File: config.mk
export PLATFORM = sky130hd
export DESIGN_NAME = punc_control_flat
export DESIGN_NICKNAME = d
export VERILOG_FILES = /design/src/rtl/punc_control_pkg.sv /design/src/rtl/punc_control_if.sv /design/src/rtl/punc_op_decode.sv /design/src/rtl/punc_control.sv /design/src/flat_wrapper.sv
export SDC_FILE = /design/constraint.sdc
export NUM_CORES = 1
export LEC_CHECK = 0
export BUFFER_PORTS_ARGS = -buffer_cell sky130_fd_sc_hd__buf_2
export CORE_UTILIZATION = 40
export CTS_BUF_LIST = sky130_fd_sc_hd__clkbuf_2 sky130_fd_sc_hd__clkbuf_4 sky130_fd_sc_hd__clkbuf_8
export DETAILED_ROUTE_END_ITERATION = 12
export PLACE_DENSITY = 0.87
export SLEW_MARGIN = 15
export SYNTH_ARGS = -nofsm -noshare
export SYNTH_HDL_FRONTEND = slang
export SYNTH_HIERARCHICAL = 1
export SYNTH_SLANG_ARGS = --single-unit
File: constraint.sdc
create_clock -name clk -period 5.7 [get_ports clk]
set_input_delay 0.285 -clock clk [delete_from_list [all_inputs] [get_ports clk]]
set_output_delay 0.285 -clock clk [all_outputs]
set_load 0.01 [all_outputs]
File: src/rtl/punc_control_pkg.sv
// Shared encodings for the PUnC control unit: FSM states, opcodes,
// datapath select codes and instruction field helpers.
package punc_control_pkg;

    // FSM state encoding
    localparam logic [2:0] STATE_INIT   = 3'd0;
    localparam logic [2:0] STATE_FETCH  = 3'd1;
    localparam logic [2:0] STATE_DECODE = 3'd2;
    localparam logic [2:0] STATE_EXEC   = 3'd3;
    localparam logic [2:0] STATE_EXEC2  = 3'd4;
    localparam logic [2:0] STATE_HALT   = 3'd5;

    // LC3 opcodes (ir[15:12])
    localparam logic [3:0] OP_BR   = 4'b0000;
    localparam logic [3:0] OP_ADD  = 4'b0001;
    localparam logic [3:0] OP_LD   = 4'b0010;
    localparam logic [3:0] OP_ST   = 4'b0011;
    localparam logic [3:0] OP_JSR  = 4'b0100;
    localparam logic [3:0] OP_AND  = 4'b0101;
    localparam logic [3:0] OP_LDR  = 4'b0110;
    localparam logic [3:0] OP_STR  = 4'b0111;
    localparam logic [3:0] OP_RTI  = 4'b1000;
    localparam logic [3:0] OP_NOT  = 4'b1001;
    localparam logic [3:0] OP_LDI  = 4'b1010;
    localparam logic [3:0] OP_STI  = 4'b1011;
    localparam logic [3:0] OP_JMP  = 4'b1100;
    localparam logic [3:0] OP_RSVD = 4'b1101;
    localparam logic [3:0] OP_LEA  = 4'b1110;
    localparam logic [3:0] OP_TRAP = 4'b1111;

    // ALU operation select
    localparam logic [4:0] ALU_ADD     = 5'd0;
    localparam logic [4:0] ALU_ADDI    = 5'd1;
    localparam logic [4:0] ALU_AND     = 5'd2;
    localparam logic [4:0] ALU_ANDI    = 5'd3;
    localparam logic [4:0] ALU_NOT     = 5'd4;
    localparam logic [4:0] ALU_BR      = 5'd5;
    localparam logic [4:0] ALU_JMP_RET = 5'd6;
    localparam logic [4:0] ALU_JSR     = 5'd7;
    localparam logic [4:0] ALU_JSRR    = 5'd8;
    localparam logic [4:0] ALU_LD      = 5'd9;
    localparam logic [4:0] ALU_LDR     = 5'd10;
    localparam logic [4:0] ALU_LDI1    = 5'd11;
    localparam logic [4:0] ALU_LDI2    = 5'd12;
    localparam logic [4:0] ALU_LEA     = 5'd13;
    localparam logic [4:0] ALU_ST      = 5'd14;
    localparam logic [4:0] ALU_STR     = 5'd15;
    localparam logic [4:0] ALU_STI1    = 5'd16;

    // Memory and register-file mux selects
    localparam logic [1:0] MEM_R_CTRL      = 2'd1;
    localparam logic [1:0] MEM_R_ALU       = 2'd2;
    localparam logic [1:0] MEM_W_ADDR_ALU  = 2'd1;
    localparam logic [1:0] MEM_W_ADDR_SELF = 2'd2;
    localparam logic [1:0] MEM_W_DATA_R0   = 2'd1;
    localparam logic [1:0] RF_W_ALU        = 2'd1;
    localparam logic [1:0] RF_W_MEM        = 2'd2;
    localparam logic [1:0] RF_W_PC         = 2'd3;

    localparam logic [2:0] RF_R7 = 3'd7;

    // Instruction class after decode
    typedef enum logic [3:0] {
        OPC_NOP, OPC_ADD, OPC_AND, OPC_NOT, OPC_BR, OPC_JMP, OPC_JSR,
        OPC_LD, OPC_LDI, OPC_LDR, OPC_LEA, OPC_ST, OPC_STI, OPC_STR,
        OPC_TRAP, OPC_RSVD
    } op_class_e;

    // Instruction field helpers
    function automatic logic [3:0] ir_opcode(input logic [15:0] ir);
        return ir[15:12];
    endfunction

    function automatic logic [2:0] ir_dr(input logic [15:0] ir);
        return ir[11:9];
    endfunction

    function automatic logic [2:0] ir_sr1(input logic [15:0] ir);
        return ir[8:6];
    endfunction

    function automatic logic [2:0] ir_sr2(input logic [15:0] ir);
        return ir[2:0];
    endfunction

endpackage

File: src/rtl/punc_control_if.sv
// Control bus between the PUnC control unit (master) and datapath (slave).
interface punc_control_if;
    logic [15:0] pc;
    logic [15:0] ir;
    logic        pc_inc;
    logic        pc_clr;
    logic        pc_w_en;
    logic        ir_w_en;
    logic [15:0] mem_r_addr_ctrl;
    logic [1:0]  mem_r_s;
    logic [1:0]  mem_w_addr_s;
    logic [1:0]  mem_w_data_s;
    logic        mem_w_en;
    logic [4:0]  alu_s;
    logic        rf_w_en;
    logic [1:0]  rf_w_s;
    logic [2:0]  rf_w_addr;
    logic [2:0]  rf_r0_addr;
    logic [2:0]  rf_r1_addr;
    logic [15:0] rf_w_data_ctrl;
    logic        status_w_en;
    logic        halted;

    modport master (
        input  pc, ir,
        output pc_inc, pc_clr, pc_w_en, ir_w_en, mem_r_addr_ctrl, mem_r_s,
               mem_w_addr_s, mem_w_data_s, mem_w_en, alu_s, rf_w_en, rf_w_s,
               rf_w_addr, rf_r0_addr, rf_r1_addr, rf_w_data_ctrl, status_w_en,
               halted
    );

    modport slave (
        output pc, ir,
        input  pc_inc, pc_clr, pc_w_en, ir_w_en, mem_r_addr_ctrl, mem_r_s,
               mem_w_addr_s, mem_w_data_s, mem_w_en, alu_s, rf_w_en, rf_w_s,
               rf_w_addr, rf_r0_addr, rf_r1_addr, rf_w_data_ctrl, status_w_en,
               halted
    );
endinterface

File: src/rtl/punc_op_decode.sv
// Combinational instruction decode: opcode class and register fields.
module punc_op_decode
    import punc_control_pkg::*;
(
    input  logic [15:0] ir_i,
    output op_class_e   op_class_o,
    output logic [2:0]  dr_o,
    output logic [2:0]  sr1_o,
    output logic [2:0]  sr2_o,
    output logic        imm_o,
    output logic        jsr_o
);

    // ir[4:3] carry immediate bits that the control unit never needs
    logic unused_ir_bits;
    assign unused_ir_bits = ^ir_i[4:3];

    assign dr_o  = ir_dr(ir_i);
    assign sr1_o = ir_sr1(ir_i);
    assign sr2_o = ir_sr2(ir_i);
    assign imm_o = ir_i[5];
    assign jsr_o = ir_i[11];

    // Map the 4-bit opcode onto an instruction class
    always_comb begin
        op_class_o = OPC_NOP;
        case (ir_opcode(ir_i))
            OP_BR:   op_class_o = OPC_BR;
            OP_ADD:  op_class_o = OPC_ADD;
            OP_LD:   op_class_o = OPC_LD;
            OP_ST:   op_class_o = OPC_ST;
            OP_JSR:  op_class_o = OPC_JSR;
            OP_AND:  op_class_o = OPC_AND;
            OP_LDR:  op_class_o = OPC_LDR;
            OP_STR:  op_class_o = OPC_STR;
            OP_RTI:  op_class_o = OPC_RSVD;
            OP_NOT:  op_class_o = OPC_NOT;
            OP_LDI:  op_class_o = OPC_LDI;
            OP_STI:  op_class_o = OPC_STI;
            OP_JMP:  op_class_o = OPC_JMP;
            OP_RSVD: op_class_o = OPC_RSVD;
            OP_LEA:  op_class_o = OPC_LEA;
            OP_TRAP: op_class_o = OPC_TRAP;
            default: op_class_o = OPC_NOP;
        endcase
    end

endmodule

File: src/rtl/punc_control.sv
// PUnC LC3 control unit: FETCH -> DECODE -> EXEC [-> EXEC2] sequencer
// driving every datapath control from the current state and IR.
module punc_control
    import punc_control_pkg::*;
#(
    parameter bit HALT_ON_TRAP     = 1'b1,
    parameter bit HALT_ON_RESERVED = 1'b0
) (
    input  logic           clk,
    input  logic           rst,
    punc_control_if.master ctl
);

    logic [2:0] state_q, state_d;

    op_class_e  op_class;
    logic [2:0] dr, sr1, sr2;
    logic       imm, jsr;
    logic       halt_op;

    logic        pc_inc, pc_clr, pc_w_en, ir_w_en;
    logic [15:0] mem_r_addr_ctrl;
    logic [1:0]  mem_r_s, mem_w_addr_s, mem_w_data_s;
    logic        mem_w_en;
    logic [4:0]  alu_s;
    logic        rf_w_en;
    logic [1:0]  rf_w_s;
    logic [2:0]  rf_w_addr, rf_r0_addr, rf_r1_addr;
    logic        status_w_en, halted;

    punc_op_decode u_decode (
        .ir_i       (ctl.ir),
        .op_class_o (op_class),
        .dr_o       (dr),
        .sr1_o      (sr1),
        .sr2_o      (sr2),
        .imm_o      (imm),
        .jsr_o      (jsr)
    );

    assign halt_op = ((op_class == OPC_TRAP) && HALT_ON_TRAP) ||
                     ((op_class == OPC_RSVD) && HALT_ON_RESERVED);

    // State register, asynchronously forced to INIT by rst
    always_ff @(posedge clk or posedge rst) begin
        if (rst) state_q <= STATE_INIT;
        else     state_q <= state_d;
    end

    // Next-state sequencing
    always_comb begin
        state_d = STATE_INIT;
        case (state_q)
            STATE_INIT:   state_d = STATE_FETCH;
            STATE_FETCH:  state_d = STATE_DECODE;
            STATE_DECODE: state_d = halt_op ? STATE_HALT : STATE_EXEC;
            STATE_EXEC:   state_d = (op_class == OPC_LDI) ? STATE_EXEC2 : STATE_FETCH;
            STATE_EXEC2:  state_d = STATE_FETCH;
            STATE_HALT:   state_d = STATE_HALT;
            default:      state_d = STATE_INIT;
        endcase
    end

    // Datapath controls from state and decoded instruction
    always_comb begin
        pc_inc          = 1'b0;
        pc_clr          = 1'b0;
        pc_w_en         = 1'b0;
        ir_w_en         = 1'b0;
        mem_r_addr_ctrl = '0;
        mem_r_s         = '0;
        mem_w_addr_s    = '0;
        mem_w_data_s    = '0;
        mem_w_en        = 1'b0;
        alu_s           = '0;
        rf_w_en         = 1'b0;
        rf_w_s          = '0;
        rf_w_addr       = '0;
        rf_r0_addr      = '0;
        rf_r1_addr      = '0;
        status_w_en     = 1'b0;
        halted          = 1'b0;
        case (state_q)
            STATE_INIT: pc_clr = 1'b1;
            STATE_FETCH: begin
                mem_r_s         = MEM_R_CTRL;
                mem_r_addr_ctrl = ctl.pc;
                ir_w_en         = 1'b1;
                pc_inc          = 1'b1;
            end
            STATE_EXEC: begin
                case (op_class)
                    OPC_ADD, OPC_AND: begin
                        if (op_class == OPC_ADD) alu_s = imm ? ALU_ADDI : ALU_ADD;
                        else                     alu_s = imm ? ALU_ANDI : ALU_AND;
                        rf_r0_addr  = sr1;
                        rf_r1_addr  = sr2;
                        rf_w_s      = RF_W_ALU;
                        rf_w_addr   = dr;
                        rf_w_en     = 1'b1;
                        status_w_en = 1'b1;
                    end
                    OPC_NOT: begin
                        alu_s       = ALU_NOT;
                        rf_r0_addr  = sr1;
                        rf_w_s      = RF_W_ALU;
                        rf_w_addr   = dr;
                        rf_w_en     = 1'b1;
                        status_w_en = 1'b1;
                    end
                    OPC_BR: begin
                        alu_s   = ALU_BR;
                        pc_w_en = 1'b1;
                    end
                    OPC_JMP: begin
                        alu_s      = ALU_JMP_RET;
                        rf_r0_addr = sr1;
                        pc_w_en    = 1'b1;
                    end
                    // R7 write and PC load share the edge; JSRR R7 reads the old R7
                    OPC_JSR: begin
                        alu_s      = jsr ? ALU_JSR : ALU_JSRR;
                        rf_r0_addr = sr1;
                        pc_w_en    = 1'b1;
                        rf_w_s     = RF_W_PC;
                        rf_w_addr  = RF_R7;
                        rf_w_en    = 1'b1;
                    end
                    OPC_LD, OPC_LDR: begin
                        alu_s       = (op_class == OPC_LD) ? ALU_LD : ALU_LDR;
                        rf_r0_addr  = (op_class == OPC_LDR) ? sr1 : 3'd0;
                        mem_r_s     = MEM_R_ALU;
                        rf_w_s      = RF_W_MEM;
                        rf_w_addr   = dr;
                        rf_w_en     = 1'b1;
                        status_w_en = 1'b1;
                    end
                    OPC_LEA: begin
                        alu_s       = ALU_LEA;
                        rf_w_s      = RF_W_ALU;
                        rf_w_addr   = dr;
                        rf_w_en     = 1'b1;
                        status_w_en = 1'b1;
                    end
                    // First LDI cycle parks the pointer in DR; flags wait for EXEC2
                    OPC_LDI: begin
                        alu_s     = ALU_LDI1;
                        mem_r_s   = MEM_R_ALU;
                        rf_w_s    = RF_W_MEM;
                        rf_w_addr = dr;
                        rf_w_en   = 1'b1;
                    end
                    OPC_ST: begin
                        alu_s        = ALU_ST;
                        rf_r0_addr   = dr;
                        mem_w_addr_s = MEM_W_ADDR_ALU;
                        mem_w_data_s = MEM_W_DATA_R0;
                        mem_w_en     = 1'b1;
                    end
                    OPC_STR: begin
                        alu_s        = ALU_STR;
                        rf_r0_addr   = dr;
                        rf_r1_addr   = sr1;
                        mem_w_addr_s = MEM_W_ADDR_ALU;
                        mem_w_data_s = MEM_W_DATA_R0;
                        mem_w_en     = 1'b1;
                    end
                    // Pointer is read and used as the write address in one cycle
                    OPC_STI: begin
                        alu_s        = ALU_STI1;
                        mem_r_s      = MEM_R_ALU;
                        mem_w_addr_s = MEM_W_ADDR_SELF;
                        rf_r0_addr   = dr;
                        mem_w_data_s = MEM_W_DATA_R0;
                        mem_w_en     = 1'b1;
                    end
                    default: ;
                endcase
            end
            STATE_EXEC2: begin
                alu_s       = ALU_LDI2;
                rf_r0_addr  = dr;
                mem_r_s     = MEM_R_ALU;
                rf_w_s      = RF_W_MEM;
                rf_w_addr   = dr;
                rf_w_en     = 1'b1;
                status_w_en = 1'b1;
            end
            STATE_HALT: halted = 1'b1;
            default: ;
        endcase
    end

    assign ctl.pc_inc          = pc_inc;
    assign ctl.pc_clr          = pc_clr;
    assign ctl.pc_w_en         = pc_w_en;
    assign ctl.ir_w_en         = ir_w_en;
    assign ctl.mem_r_addr_ctrl = mem_r_addr_ctrl;
    assign ctl.mem_r_s         = mem_r_s;
    assign ctl.mem_w_addr_s    = mem_w_addr_s;
    assign ctl.mem_w_data_s    = mem_w_data_s;
    assign ctl.mem_w_en        = mem_w_en;
    assign ctl.alu_s           = alu_s;
    assign ctl.rf_w_en         = rf_w_en;
    assign ctl.rf_w_s          = rf_w_s;
    assign ctl.rf_w_addr       = rf_w_addr;
    assign ctl.rf_r0_addr      = rf_r0_addr;
    assign ctl.rf_r1_addr      = rf_r1_addr;
    assign ctl.rf_w_data_ctrl  = '0;
    assign ctl.status_w_en     = status_w_en;
    assign ctl.halted          = halted;

endmodule
File: src/flat_wrapper.sv
// flat-port wrapper written by rule: the top's interface ports become plain ports
module punc_control_flat import punc_control_pkg::*;
#(
    parameter bit HALT_ON_TRAP     = 1'b1,
    parameter bit HALT_ON_RESERVED = 1'b0
)
  (clk, rst, ctl_pc, ctl_ir, ctl_pc_inc, ctl_pc_clr, ctl_pc_w_en, ctl_ir_w_en, ctl_mem_r_addr_ctrl, ctl_mem_r_s, ctl_mem_w_addr_s, ctl_mem_w_data_s, ctl_mem_w_en, ctl_alu_s, ctl_rf_w_en, ctl_rf_w_s, ctl_rf_w_addr, ctl_rf_r0_addr, ctl_rf_r1_addr, ctl_rf_w_data_ctrl, ctl_status_w_en, ctl_halted);
  punc_control_if ctl_i ();
  input  logic clk;
  input  logic rst;
  input wire logic [$bits(ctl_i.pc)-1:0] ctl_pc;
  input wire logic [$bits(ctl_i.ir)-1:0] ctl_ir;
  output wire logic [$bits(ctl_i.pc_inc)-1:0] ctl_pc_inc;
  output wire logic [$bits(ctl_i.pc_clr)-1:0] ctl_pc_clr;
  output wire logic [$bits(ctl_i.pc_w_en)-1:0] ctl_pc_w_en;
  output wire logic [$bits(ctl_i.ir_w_en)-1:0] ctl_ir_w_en;
  output wire logic [$bits(ctl_i.mem_r_addr_ctrl)-1:0] ctl_mem_r_addr_ctrl;
  output wire logic [$bits(ctl_i.mem_r_s)-1:0] ctl_mem_r_s;
  output wire logic [$bits(ctl_i.mem_w_addr_s)-1:0] ctl_mem_w_addr_s;
  output wire logic [$bits(ctl_i.mem_w_data_s)-1:0] ctl_mem_w_data_s;
  output wire logic [$bits(ctl_i.mem_w_en)-1:0] ctl_mem_w_en;
  output wire logic [$bits(ctl_i.alu_s)-1:0] ctl_alu_s;
  output wire logic [$bits(ctl_i.rf_w_en)-1:0] ctl_rf_w_en;
  output wire logic [$bits(ctl_i.rf_w_s)-1:0] ctl_rf_w_s;
  output wire logic [$bits(ctl_i.rf_w_addr)-1:0] ctl_rf_w_addr;
  output wire logic [$bits(ctl_i.rf_r0_addr)-1:0] ctl_rf_r0_addr;
  output wire logic [$bits(ctl_i.rf_r1_addr)-1:0] ctl_rf_r1_addr;
  output wire logic [$bits(ctl_i.rf_w_data_ctrl)-1:0] ctl_rf_w_data_ctrl;
  output wire logic [$bits(ctl_i.status_w_en)-1:0] ctl_status_w_en;
  output wire logic [$bits(ctl_i.halted)-1:0] ctl_halted;
  assign ctl_i.pc = ctl_pc;
  assign ctl_i.ir = ctl_ir;
  assign ctl_pc_inc = ctl_i.pc_inc;
  assign ctl_pc_clr = ctl_i.pc_clr;
  assign ctl_pc_w_en = ctl_i.pc_w_en;
  assign ctl_ir_w_en = ctl_i.ir_w_en;
  assign ctl_mem_r_addr_ctrl = ctl_i.mem_r_addr_ctrl;
  assign ctl_mem_r_s = ctl_i.mem_r_s;
  assign ctl_mem_w_addr_s = ctl_i.mem_w_addr_s;
  assign ctl_mem_w_data_s = ctl_i.mem_w_data_s;
  assign ctl_mem_w_en = ctl_i.mem_w_en;
  assign ctl_alu_s = ctl_i.alu_s;
  assign ctl_rf_w_en = ctl_i.rf_w_en;
  assign ctl_rf_w_s = ctl_i.rf_w_s;
  assign ctl_rf_w_addr = ctl_i.rf_w_addr;
  assign ctl_rf_r0_addr = ctl_i.rf_r0_addr;
  assign ctl_rf_r1_addr = ctl_i.rf_r1_addr;
  assign ctl_rf_w_data_ctrl = ctl_i.rf_w_data_ctrl;
  assign ctl_status_w_en = ctl_i.status_w_en;
  assign ctl_halted = ctl_i.halted;
  punc_control #(.HALT_ON_TRAP(HALT_ON_TRAP), .HALT_ON_RESERVED(HALT_ON_RESERVED)) u_core (.clk(clk), .rst(rst), .ctl(ctl_i));
endmodule
# ---- After elaboration in Yosys (flattened, before gate mapping)
# Memory sizes are Yosys's and may differ from the RTL's.
# Index checks and enable logic that the tools add are counted.
dict set report word_totals {
  n_memories 1
  in_bits 34
  romBits 64
  reg_bits 3
}
dict set report classes {
  n_eq_ne 19
  reduce_logical 14
  muxes 37
}
# memory depth width read_ports rd_ports_with_merged_regs write_ports line
set memory_table {}
lappend memory_table {{(no name shown)} 16 4 1 0 0 punc_op_decode.sv:27} ;# case (ir_opcode(ir_i))
# op n
set op_table {}
lappend op_table {{5-bit case mux with 11 select lines} 1}
lappend op_table {{4-bit equality test (second input constant)} 7}
lappend op_table {{3-bit case mux with 2 select lines} 4}
lappend op_table {{4-bit by 3-bit equality test with 1-bit output (second input constant)} 4}
lappend op_table {{16-bit two-way mux} 1}
lappend op_table {{3-bit case mux with 5 select lines} 1}
lappend op_table {{1-bit two-way mux} 12}
lappend op_table {{3-bit two-way mux} 4}
lappend op_table {{2-bit case mux with 3 select lines} 2}
lappend op_table {{5-bit case mux with 2 select lines} 1}
lappend op_table {{3-bit case mux with 3 select lines} 1}
lappend op_table {{3-bit OR reduction} 3}
lappend op_table {{4-bit by 2-bit equality test with 1-bit output (second input constant)} 2}
lappend op_table {{2-bit two-way mux} 4}
lappend op_table {{2-bit case mux with 2 select lines} 2}
lappend op_table {{2-bit OR reduction} 4}
lappend op_table {{4-bit OR reduction} 2}
lappend op_table {{8-bit OR reduction} 1}
lappend op_table {{7-bit OR reduction} 1}
lappend op_table {{3-bit by 2-bit equality test with 1-bit output (second input constant)} 2}
lappend op_table {{3-bit equality test (second input constant)} 2}
lappend op_table {{6-bit OR reduction} 1}
lappend op_table {{5-bit two-way mux} 1}
lappend op_table {{5-bit OR reduction} 1}
lappend op_table {{other kinds (5)} 6}

# ---- Depth between registers and ports, before layout
# Gate-level depths: netlist of the first run.
# An unclocked memory read counts as a cell.
dict set report depth {
  ltp_word 5
  depth_mapped 10
  ltp_nobuf 8
}

# ---- Hierarchy
# The synthesis of the first run kept the hierarchy.
# mod cells_per_inst n_inst area_per_inst_um2 seq_area_each_um2
set by_module_without_submodules {}
lappend by_module_without_submodules {punc_control 147 1 1042.2 75.1}
lappend by_module_without_submodules {punc_op_decode 37 1 316.6 0.0}

# ---- Worst setup path before layout of the first run
# Ideal clock, no wire load.
dict set report synth_path {
  path_type {input port to output port}
  from {in ctl_ir[12]}
  to {out ctl_mem_r_s[1]}
  arrival_time_ns 2.015
  path_buffers 2
  cell_stages 8
  t_required_ns 5.415
  setup_slack_ns 3.400
  path_cell_list {inv_1 ha_1 and3_2 a211oi_1 buf_4 buf_2 a31oi_1 o21ai_0}
}
dict set report synth_via {
  elab_chain_cells 5
  word_cells_on_any_way 8
  cone_classes {eq/ne: 4; mux: 2; reduce/logical: 1; memory: 1}
}
# item line
set synth_lines {}
lappend synth_lines {{start, declared} flat_wrapper.sv:12} ;# input wire logic [$bits(ctl_i.ir)-1:0] ctl_ir;
lappend synth_lines {{memory read 16 x 4 bit *} --}
lappend synth_lines {{named net u_core.op_class[2]} punc_control.sv:16} ;# op_class_e op_class;
lappend synth_lines {{4-bit equality test or 4-bit by 3-bit equality test with 1-bit output (tied branches)} punc_control.sv:92} ;# case (op_class)
lappend synth_lines {{4-bit OR reduction (no line) *} --}
lappend synth_lines {{2-bit two-way mux *} punc_control.sv:92}
lappend synth_lines {{2-bit case mux with 3 select lines *} punc_control.sv:83} ;# case (state_q)
lappend synth_lines {{end, declared} flat_wrapper.sv:18} ;# output wire logic [$bits(ctl_i.mem_r_s)-1:0] ctl_mem_r_s;
# Mark *: on every way through the listed nets, which the timed path passes. The rest lies on a longest branch.

# ---- Worst setup path in the final report of the first run
dict set report layout_path {
  from {in ctl_ir[13]}
  to {out ctl_rf_r0_addr[0]}
}
dict set report layout_via {
  elab_chain_cells 5
  word_cells_on_any_way 17
  cone_classes {eq/ne: 10; mux: 3; reduce/logical: 3; memory: 1}
}
# item line
set layout_lines {}
lappend layout_lines {{memory read 16 x 4 bit *} --}
lappend layout_lines {{named net u_core.op_class[1]} punc_control.sv:16}
lappend layout_lines {{4-bit by 3-bit equality test with 1-bit output (tied with other cells)} punc_control.sv:92}
lappend layout_lines {{5-bit OR reduction (no line) (tied with other cells)} --}
lappend layout_lines {{3-bit case mux with 3 select lines *} punc_control.sv:92}
lappend layout_lines {{3-bit case mux with 2 select lines *} punc_control.sv:83}
lappend layout_lines {{end, declared} flat_wrapper.sv:26} ;# output wire logic [$bits(ctl_i.rf_r0_addr)-1:0] ctl_rf_r0_addr;
# Marked as above.

==> out/qor.txt, run 1 <==
Sequential power share: 0.106
Clock sinks: 3
Met1 wire length: 1.190 mm
Gr usage total: 0.1612
Clk_skew: 5.508 ps
P&R area growth vs syn: 18.23%
Seq/Total Area, Yosys: 0.05525
Worst-Skew Late Latency: 240 ps
Gr ovfl total: 0
Max FFs per register: 3
Synthesized area: 0.001359 mm²
Top Layer Used: met4
Post-DP HPWL: 2.423 mm
Area after DPL: 0.001567 mm²
Clock Tree Root: clkbuf_4
Final period util: 0.4512
DRT iter0 DRCs: 35
Outcome: completed
Number of global-route vias before repair: 1063
Worst flop-to-flop path endpoint: u_core/state_q[2]
Distinct cell type count after synthesis: 52
Layout cells sized above 1: 0.4274
Clock Pin Slew Worst Setup and Hold Paths: 40 ps
Initial Utilization: 0.4344
Fmax achieved: 388.8 MHz
Cells after synthesis: 184
IO Pins: 96
Reg with most FFs: u_core/state_q
Minimum clock period: 2572 ps
Startpoint Class: input port
Num CTS Buffers: 3
Reg2Reg Depth: 3
Setup-failing EPs final: 0
Max IR drop VDD: 0.00008401 V
Net Sw Power: 243.5 µW
Biggest regs: u_core/state_q: 3 flops
Internal Power: 220.3 µW
Primary FF master, synth: dfrtp_1
Ant diodes: 0
Setup tns final: 0 ps
DRC Markers: 0
Static leakage: 0.0009002 µW
Area share of the largest cell type after synthesis: 0.1989
Switching Share: 0.5250
YS warnings: 6
Worst Slack Setup Final: 3128 ps
Synth cell count leaders: buf_4, and2_1, nor2_1, a21oi_1
Gate power share: 0.801
Met3 Wirelength: 265 µm
Most common cell in the netlist: buf_4
R2R Setup Slk: 4520 ps
Chip Width: 60.29 µm
Worst slew pin tran: 687.9 ps
Clock power share: 0.093
Final GP Congestion: 0.8186
Dpl ws: 3105 ps
CP Max Fanout: 24
Hold Crit Class: input port to async pin
Clock Path Buffers: 2
Yosys reg bits: 3
Rows: 20
Die Span Y: 60.29 µm
WP data arrival: 2290 ps
Synth area leader: buf_4
Worst rel slew slack: 0.5397
Critical Path End Type: output port
Most area-consuming cells after synthesis: buf_4, and2_1, ha_1
Largest net degree at the start of global routing: 25
Remaining antenna violation count: 0
Antenna violations before repair: 0
First-pass GRT wire length: 4.450 mm
Mapped Avg Cell Area: 7.385 µm²
Final Hold Fails: 0
Routed wl met2: 1.571 mm
Slew Limit Fails: 0
Reg2reg start: u_core/state_q[0]
Async S/R FF share, synth: 1.000
Required @ worst endpoint: 5410 ps
Layout Utilization: 0.5136
CTS tree: built
Core Footprint: 0.003128 mm²
Die footprint: 0.003634 mm²
WS Path Type: input port to output port
Max-cap violations: 0
Design area: 0.001607 mm²
Via density: 4.863
DRT Pass-1 Iters: 4
Cell Pwr Density: 288.7 mW/mm²
Routed len/inst: 10.67 µm
Final nets: 284
Resized cells post-CTS: 0
Number of synthesized flops with an enable pin: 0
Routed wire length: 3.040 mm
Maximum level of the CTS H-tree: 1
PortBufs: 76
Vias: 1386
RSZ-0062 raised after global routing: false
## metrics by stage
stage	power, µW	hold slack (ps)	instances
after global routing	515.2	469.3	285
after CTS	467.9	447.7	285
final	463.8	449.2	285
after floorplan	340.2	38.64	200
after detailed placement	421.8	155.3	280
after global placement	416.1	151.8	280
## final cells by class
class	count	area (µm²)
Sequential cell	3	75.07
Clock buffer	4	30.03
Inverter	9	33.78
Multi-Input combinational cell	146	1007
Fill cell	331	1521
Tap cell	44	55.05
Timing Repair Buffer	79	405.4
## what timing repair did
| action | 4_1_cts | 5_1_grt |
|---|---|---|
| setup buffers | 0 | 0 |
| hold buffers | 1 | 0 |
| endpoints found under the hold margin | 3 | 0 |
## kinds of logic after synthesis
kind of cell	after synthesis	synth area share
XOR/XNOR	3	0.01934
multiplexers	4	0.03959
buffers and inverters	51	0.2551
AO/OA/AOI/OAI	51	0.2744
flip-flops	3	0.05525
other	1	0.002760
AND/OR/NAND/NOR	63	0.2799
adder cells (fa/ha/maj)	8	0.07367
## cell usage in the layout (no fill, tap or decap), types with 5 or more instances in the layout
cell / synthesis / layout
buf_2: 3 / 76
and2_1: 16 / 16
inv_1: 8 / 8
conb_1: 1 / 17
a21oi_1: 13 / 13
nor2b_1: 5 / 5
ha_1: 8 / 8
nor2_1: 15 / 15
nand2b_1: 5 / 5
o21ai_0: 8 / 8
## power groups by stage
stage                     logic (µW)  clock network, µW  registers [µW]
final                            372               43.1            49.1
after global routing             417               46.9            50.9
after CTS                        374               45.4            48.6
after detailed placement         373                  0            49.0
after global placement           368                  0            48.3
after floorplan                  302                  0            38.5
## how the worst max path moves through the flow
stage | start | to | slack [ps] | cells past startpoint
2_1_floorplan | ctl_ir[12] | ctl_mem_r_s[1] | 3400 | 8
3_3_place_gp | ctl_ir[13] | ctl_rf_r0_addr[2] | 3170 | 9
3_5_place_dp | ctl_ir[13] | ctl_rf_r0_addr[2] | 3100 | 9
4_1_cts | ctl_ir[13] | ctl_rf_r0_addr[2] | 3110 | 9
5_1_grt | ctl_ir[13] | ctl_rf_r0_addr[2] | 2910 | 11
6_report | ctl_ir[13] | ctl_rf_r0_addr[0] | 3130 | 9
## worst max-delay path: stages
cell	delay, ps
buf_2	150
inv_1	120
ha_1	230
mux2i_1	120
mux2_2	490
mux2i_1	410
o21ai_4	110
a22o_1	230
buf_2	130
## per-layer routing
layer,vias up,GRT usage
met5,-,0
met4,0,0.06977
met2,59,0.2998
li1,696,-
met3,2,0.03247
met1,629,0.1727
(Power assumes the default switching activity.)
==> inputs of run 2 (changes only) <==
--- a/config.mk
+++ b/config.mk
@@ -6,10 +6,10 @@
 export NUM_CORES = 1
 export LEC_CHECK = 0
 export BUFFER_PORTS_ARGS = -buffer_cell sky130_fd_sc_hd__buf_2
-export CORE_UTILIZATION = 40
+export CORE_UTILIZATION = 39
 export CTS_BUF_LIST = sky130_fd_sc_hd__clkbuf_2 sky130_fd_sc_hd__clkbuf_4 sky130_fd_sc_hd__clkbuf_8
 export DETAILED_ROUTE_END_ITERATION = 12
-export PLACE_DENSITY = 0.87
+export PLACE_DENSITY = 0.89
 export SLEW_MARGIN = 15
 export SYNTH_ARGS = -nofsm -noshare
 export SYNTH_HDL_FRONTEND = slang
==> constraint.sdc (replaced) <==
create_clock -name clk -period 2.31 [get_ports clk]
set_input_delay 0.1155 -clock clk [delete_from_list [all_inputs] [get_ports clk]]
set_output_delay 0.1155 -clock clk [all_outputs]
set_load 0.01 [all_outputs]
==> run 2 against run 1 <==
Compared with the run above: hold slack worse by 160 ps; clock skew decreased by 3.6 ps; wire length grew 9.8%; core utilization decreased by 0.52 points; sequential power increased by 150%; die area rose by 2.5%; count of clock-buffer cells in the layout unchanged; critical endpoint unchanged; final cell count grew 1.8%; non-clock buffer count grew 2; clock power rose by 150%.
==> out/qor.txt, run 2 (same netlist as run 1, synthesis figures left out) <==
Clk_skew: 1.894 ps (-3.614 ps)
Worst Setup SP: ctl_ir[12]
Startpoint Class: input port
Worst path top cell family by delay: compound AO/OA/AOI/OAI gates
Critical path's largest stage delay: 310 ps (-180 ps)
Most used cell along the critical path: buf_2
Slew Limit Fails: 0 (unchanged)
Max IR drop VDD: 0.0002080 V (+150%)
Clock Tree Root: clkbuf_4
Final GP Congestion: 0.7895 (-3.6%)
Cell Pwr Density: 698.1 mW/mm² (+140%)
Number of global-route vias before repair: 1087 (+2.3%)
Final Hold Fails: 0 (unchanged)
Via density: 4.990 (+2.6%)
Clock sinks: 3 (unchanged)
Ant diodes: 0 (unchanged)
Remaining antenna violation count: 0 (unchanged)
Gr ovfl total: 0 (unchanged)
P&R area growth vs syn: 24.86%
Required @ worst endpoint: 2190 ps (-3220 ps)
Chip Width: 61.03 µm (+1.2%)
Worst-Skew Late Latency: 240 ps (about the same)
DRT iter0 DRCs: 48 (+37%)
Critical Path End Type: output port
Largest net degree at the start of global routing: 25 (unchanged)
Biggest regs: u_core/state_q: 3 flops
Post-DP HPWL: 2.464 mm (+1.7%)
Multi-input logic area: 0.001055 mm² (+4.7%)
Setup-failing EPs final: 0 (unchanged)
RSZ-0062 raised after global routing: false
Final nets: 287 (+1.1%)
Fmax achieved: 460.4 MHz
Final Power: 1184 µW (+160%)
First-pass GRT wire length: 4.498 mm (+1.1%)
Initial Utilization: 0.4072 (-0.02720)
Most frequent cells in the layout: buf_2, conb_1, and2_1
Fill count: 355 (+7.3%)
Setup tns final: 0 ps (unchanged)
Die footprint: 0.003724 mm² (+2.5%)
Layout cells sized above 1: 0.4467 (+0.01934)
Die Span Y: 61.03 µm (+1.2%)
Core Footprint: 0.003337 mm² (+6.7%)
CP cell instances: buf_2 > inv_1 > ha_1 > and3_2 > a211oi_2 > buf_12 > nor2b_1 > mux2i_1 > o21ai_4 > a22o_1 > buf_2
FF+latch area: 75.07 µm² (unchanged)
Vias: 1447 (+4.4%)
Max-cap violations: 0 (unchanged)
Clock Path Buffers: 2 (unchanged)
Max FFs per register: 3 (unchanged)
Worst hold slack: 293.3 ps (-155.9 ps)
WS Path Type: input port to output port
DRC Markers: 0 (unchanged)
Routed wire length: 3.337 mm (+9.8%)
CP Max Fanout: 24 (unchanged)
Routed len/inst: 11.51 µm (+7.9%)
DRT Pass-1 Iters: 4 (unchanged)
Clock Pin Slew Worst Setup and Hold Paths: 40 ps (about the same)
Reg2reg start: u_core/state_q[0]
Minimum clock period: 2172 ps
IO Pins: 96 (unchanged)
Worst slew pin tran: 720.8 ps (+32.95 ps)
Non-filler cells, final: 290 (+1.8%)
Gr usage total: 0.1615 (+0.0002416)
WP data arrival: 2060 ps (-230 ps)
Reg with most FFs: u_core/state_q
Maximum level of the CTS H-tree: 1 (unchanged)
Final period util: 0.9402
Worst rel slew slack: 0.5177 (-0.02204)
Placed Instances: 283 (+1.1%)
Hold Crit Class: input port to async pin
Worst path bufs/invs: 4 (+1)
Outcome: completed
Num CTS Buffers: 3 (unchanged)
CP max-delay cell: mux2i_1
CTS tree: built
Static leakage: 0.0009345 µW (+3.8%)
Commonest non-fill, non-tap cell in the layout: buf_2
Antenna violations before repair: 0 (unchanged)
Rows: 21 (+5.0%)
PortBufs: 76 (unchanged)
run 2: stage by stage:
step | instance area (µm²) | utilization | setup WS [ps]
6_report | 1697 | 0.5084 | 138.1
2_1_floorplan | 1419 | - | 348.5
3_3_place_gp | 1602 | 0.4799 | 137.3
3_5_place_dp | 1602 | 0.4799 | 62.39
5_1_grt | 1697 | 0.5084 | 5.556
4_1_cts | 1642 | 0.4919 | 62.45
run 2: repair_timing:
| item | 4_1_cts | 5_1_grt |
|---|---|---|
| setup endpoints to repair | 0 | 14 |
| gates resized for setup | 0 | 7 |
| setup buffers | 0 | 1 |
| hold buffers | 1 | 0 |
| hold endpoints to repair | 3 | 0 |
run 2: area by class of cell:
type / instances / area share
clock buffers: 4 / 0.01770
multi-input cells: 147 / 0.6217
repair buffers: 81 / 0.2625
flip-flops and latches: 3 / 0.04425
inverters: 9 / 0.01991
well taps: 46 / 0.03392
run 2: worst reg2reg max path: cells and delay by family (launching register included):
family	cells	cell delay, ps
flip-flops	1	490
AO/OA/AOI/OAI	2	360
AND/OR/NAND/NOR	1	260
run 2: where the power goes:
group	switching (µW)	internal [µW]
logic	540	415
clock network	30.7	76.7
registers	47.7	73.6
total	619	566
run 2: final timing paths:
check	endpoint	slack, ps	cells past startpoint
worst max-delay path	ctl_rf_r0_addr[0]	140	11
worst min-delay path	u_core/state_q[2]	290	3
worst max register to register	u_core/state_q[2]	1140	3
worst min register to register	u_core/state_q[1]	590	1
max in group asynchronous	u_core/state_q[0]	1880	3
min in group clk	ctl_mem_r_addr_ctrl[0]	510	3
run 2: routing by layer:
metal	vias to the layer above	GRT usage	share of wire
met5	-	0	0
met4	0	0.08766	0.011
met3	4	0.01891	0.079
met2	73	0.3059	0.51
met1	657	0.1729	0.40
li1	713	-	-
==> inputs of run 3 (changes only) <==
--- a/config.mk
+++ b/config.mk
@@ -6,10 +6,11 @@
 export NUM_CORES = 1
 export LEC_CHECK = 0
 export BUFFER_PORTS_ARGS = -buffer_cell sky130_fd_sc_hd__buf_2
+export CAP_MARGIN = 20
 export CORE_UTILIZATION = 39
 export CTS_BUF_LIST = sky130_fd_sc_hd__clkbuf_2 sky130_fd_sc_hd__clkbuf_4 sky130_fd_sc_hd__clkbuf_8
 export DETAILED_ROUTE_END_ITERATION = 12
-export PLACE_DENSITY = 0.89
+export PLACE_DENSITY_LB_ADDON = 0.08
 export SLEW_MARGIN = 15
 export SYNTH_ARGS = -nofsm -noshare
 export SYNTH_HDL_FRONTEND = slang
==> run 3 against run 2 <==
Compared with the run above: fmax fell by 0.56%; core utilization fell by 0.82 points; worst setup slack got worse by 12 ps; flip-flop and latch count did not move; clock power barely moved; cell area fell by 1.6%; hold slack got worse by 3.9 ps; first-iteration DRC count fell by 71%; critical path depth did not move; die area did not move; largest power group unchanged; highest routed layer is now met3.
==> out/qor.txt, run 3 (same netlist as run 1, synthesis figures left out) <==
Outcome: completed
Clock sinks: 3 (unchanged)
Fill count: 369 (+3.9%)
Remaining antenna violation count: 0 (unchanged)
Startpoint Class: input port
Required @ worst endpoint: 2190 ps (about the same)
Clock Path Buffers: 2 (unchanged)
Gr usage total: 0.1621 (+0.0005931)
Rows: 21 (unchanged)
Commonest non-fill, non-tap cell in the layout: buf_2
Antenna violations before repair: 0 (unchanged)
Reg with most FFs: u_core/state_q
Biggest regs: u_core/state_q: 3 flops
Setup tns final: 0 ps (unchanged)
CP Max Fanout: 24 (unchanged)
CP cell instances: buf_2 > buf_4 > ha_1 > and3_2 > a211oi_2 > buf_12 > nor2b_1 > mux2i_1 > o21ai_4 > a22o_1 > buf_2
Cell Pwr Density: 708.5 mW/mm² (+1.5%)
RSZ-0062 raised after global routing: false
Max IR drop VDD: 0.0002375 V (+14%)
Ant diodes: 0 (unchanged)
WS Path Type: input port to output port
Non-filler cells, final: 292 (+0.69%)
First-pass GRT wire length: 4.581 mm (+1.8%)
Routed wire length: 3.136 mm (-6.0%)
Num CTS Buffers: 3 (unchanged)
Post-DP HPWL: 2.596 mm (+5.3%)
Final nets: 289 (+0.70%)
PortBufs: 76 (unchanged)
Die Span Y: 61.03 µm (unchanged)
Worst hold slack: 289.4 ps (-3.865 ps)
Die footprint: 0.003724 mm² (unchanged)
Slew Limit Fails: 0 (unchanged)
Clock Pin Slew Worst Setup and Hold Paths: 40 ps (about the same)
CP max-delay cell: mux2i_1
Met3 Wirelength: 186 µm (-29%)
Critical path's largest stage delay: 290 ps (-20 ps)
Worst Slack Setup Final: 125.9 ps (-12.13 ps)
Layout cells sized above 1: 0.4472 (about the same)
Final period util: 0.9455 (+0.005251)
Most frequent cells in the layout: buf_2, conb_1, and2_1
P&R area growth vs syn: 22.84%
Maximum level of the CTS H-tree: 1 (unchanged)
Gr ovfl total: 0 (unchanged)
Hold Crit Class: input port to async pin
Static leakage: 0.0009304 µW (-0.45%)
Max FFs per register: 3 (unchanged)
Number of global-route vias before repair: 1100 (+1.2%)
Largest net degree at the start of global routing: 25 (unchanged)
CTS tree: built
Clk_skew: 2.175 ps (+0.2810 ps)
Critical Path End Type: output port
Top Layer Used: met3
IO Pins: 96 (unchanged)
Minimum clock period: 2184 ps (+12.13 ps)
Final Hold Fails: 0 (unchanged)
Initial Utilization: 0.4072 (unchanged)
Dpl ws: 106.7 ps (+44.32 ps)
Most used cell along the critical path: buf_2
Routed wl met2: 1.637 mm (-3.7%)
Final GP Congestion: 0.7196 (-8.9%)
DRT Pass-1 Iters: 4 (unchanged)
Max-cap violations: 0 (unchanged)
Worst-Skew Late Latency: 230 ps (about the same)
Met1 wire length: 1.311 mm (-2.0%)
Setup-failing EPs final: 0 (unchanged)
WP data arrival: 2070 ps (about the same)
Core Footprint: 0.003337 mm² (unchanged)
Placed Instances: 287 (+1.4%)
Vias: 1396 (-3.5%)
Layout Utilization: 0.5002 (-0.008249)
Routed len/inst: 10.74 µm (-6.7%)
Fmax achieved: 457.9 MHz (-0.56%)
Chip Width: 61.03 µm (unchanged)
DRT iter0 DRCs: 14 (-71%)
Via density: 4.781 (-4.2%)
DRC Markers: 0 (unchanged)
Clock Tree Root: clkbuf_4
Post-CTS Setup Inserts: 0 (unchanged)
## run 3: final timing paths
check                           cells after the start              start                      end  slack (ps)
worst max-delay path                               11         ctl_ir[13]        ctl_rf_r0_addr[0]         130
worst min-delay path                                3                rst        u_core/state_q[1]         290
worst max register to register                      3  u_core/state_q[0]        u_core/state_q[2]        1140
worst min register to register                      1  u_core/state_q[2]        u_core/state_q[1]         600
max in group asynchronous                           3                rst        u_core/state_q[2]        1890
min in group clk                                    3         ctl_pc[10]  ctl_mem_r_addr_ctrl[10]         520
## run 3: final cells by class
class                   count  area, µm²  area share
clock buffers               4      30.03     0.01799
repair buffers             84      455.4      0.2729
flip-flops and latches      3      75.07     0.04498
inverters                   9      33.78     0.02024
well taps                  46      57.56     0.03448
multi-input cells         146       1017      0.6094
## run 3: layer usage
metal,up-vias,global-route usage
met4,0,0.03896
li1,709,-
met5,-,0
met2,55,0.3090
met3,0,0.01471
met1,632,0.1936
## run 3: power by group
part / internal (µW) / switching, µW / total [µW]
logic: 422 / 535 / 957
clock network: 76.4 / 27.2 / 104
registers: 73.6 / 48.1 / 122
total: 572 / 610 / 1180
## run 3: worst max-delay path, delay by kind of cell
| family | cells | cell delay [ps] |
|---|---|---|
| simple gates | 2 | 280 |
| compound gates | 3 | 620 |
| mux | 1 | 290 |
| buf+inv | 4 | 580 |
| fa+ha+maj | 1 | 160 |
## run 3: timing repair
| action | 4_1_cts | 5_1_grt |
|---|---|---|
| endpoints found under the setup margin | 0 | 6 |
| hold buffers | 1 | 0 |
| hold endpoints to repair | 3 | 0 |
| resized for setup | 0 | 2 |
## run 3: through the flow
stage / power, µW / instance area (µm²)
global placement: 1088 / 1619
finish: 1182 / 1669
floorplan: 839.6 / 1419
detailed placement: 1090 / 1619
CTS: 1200 / 1659
global route: 1327 / 1669
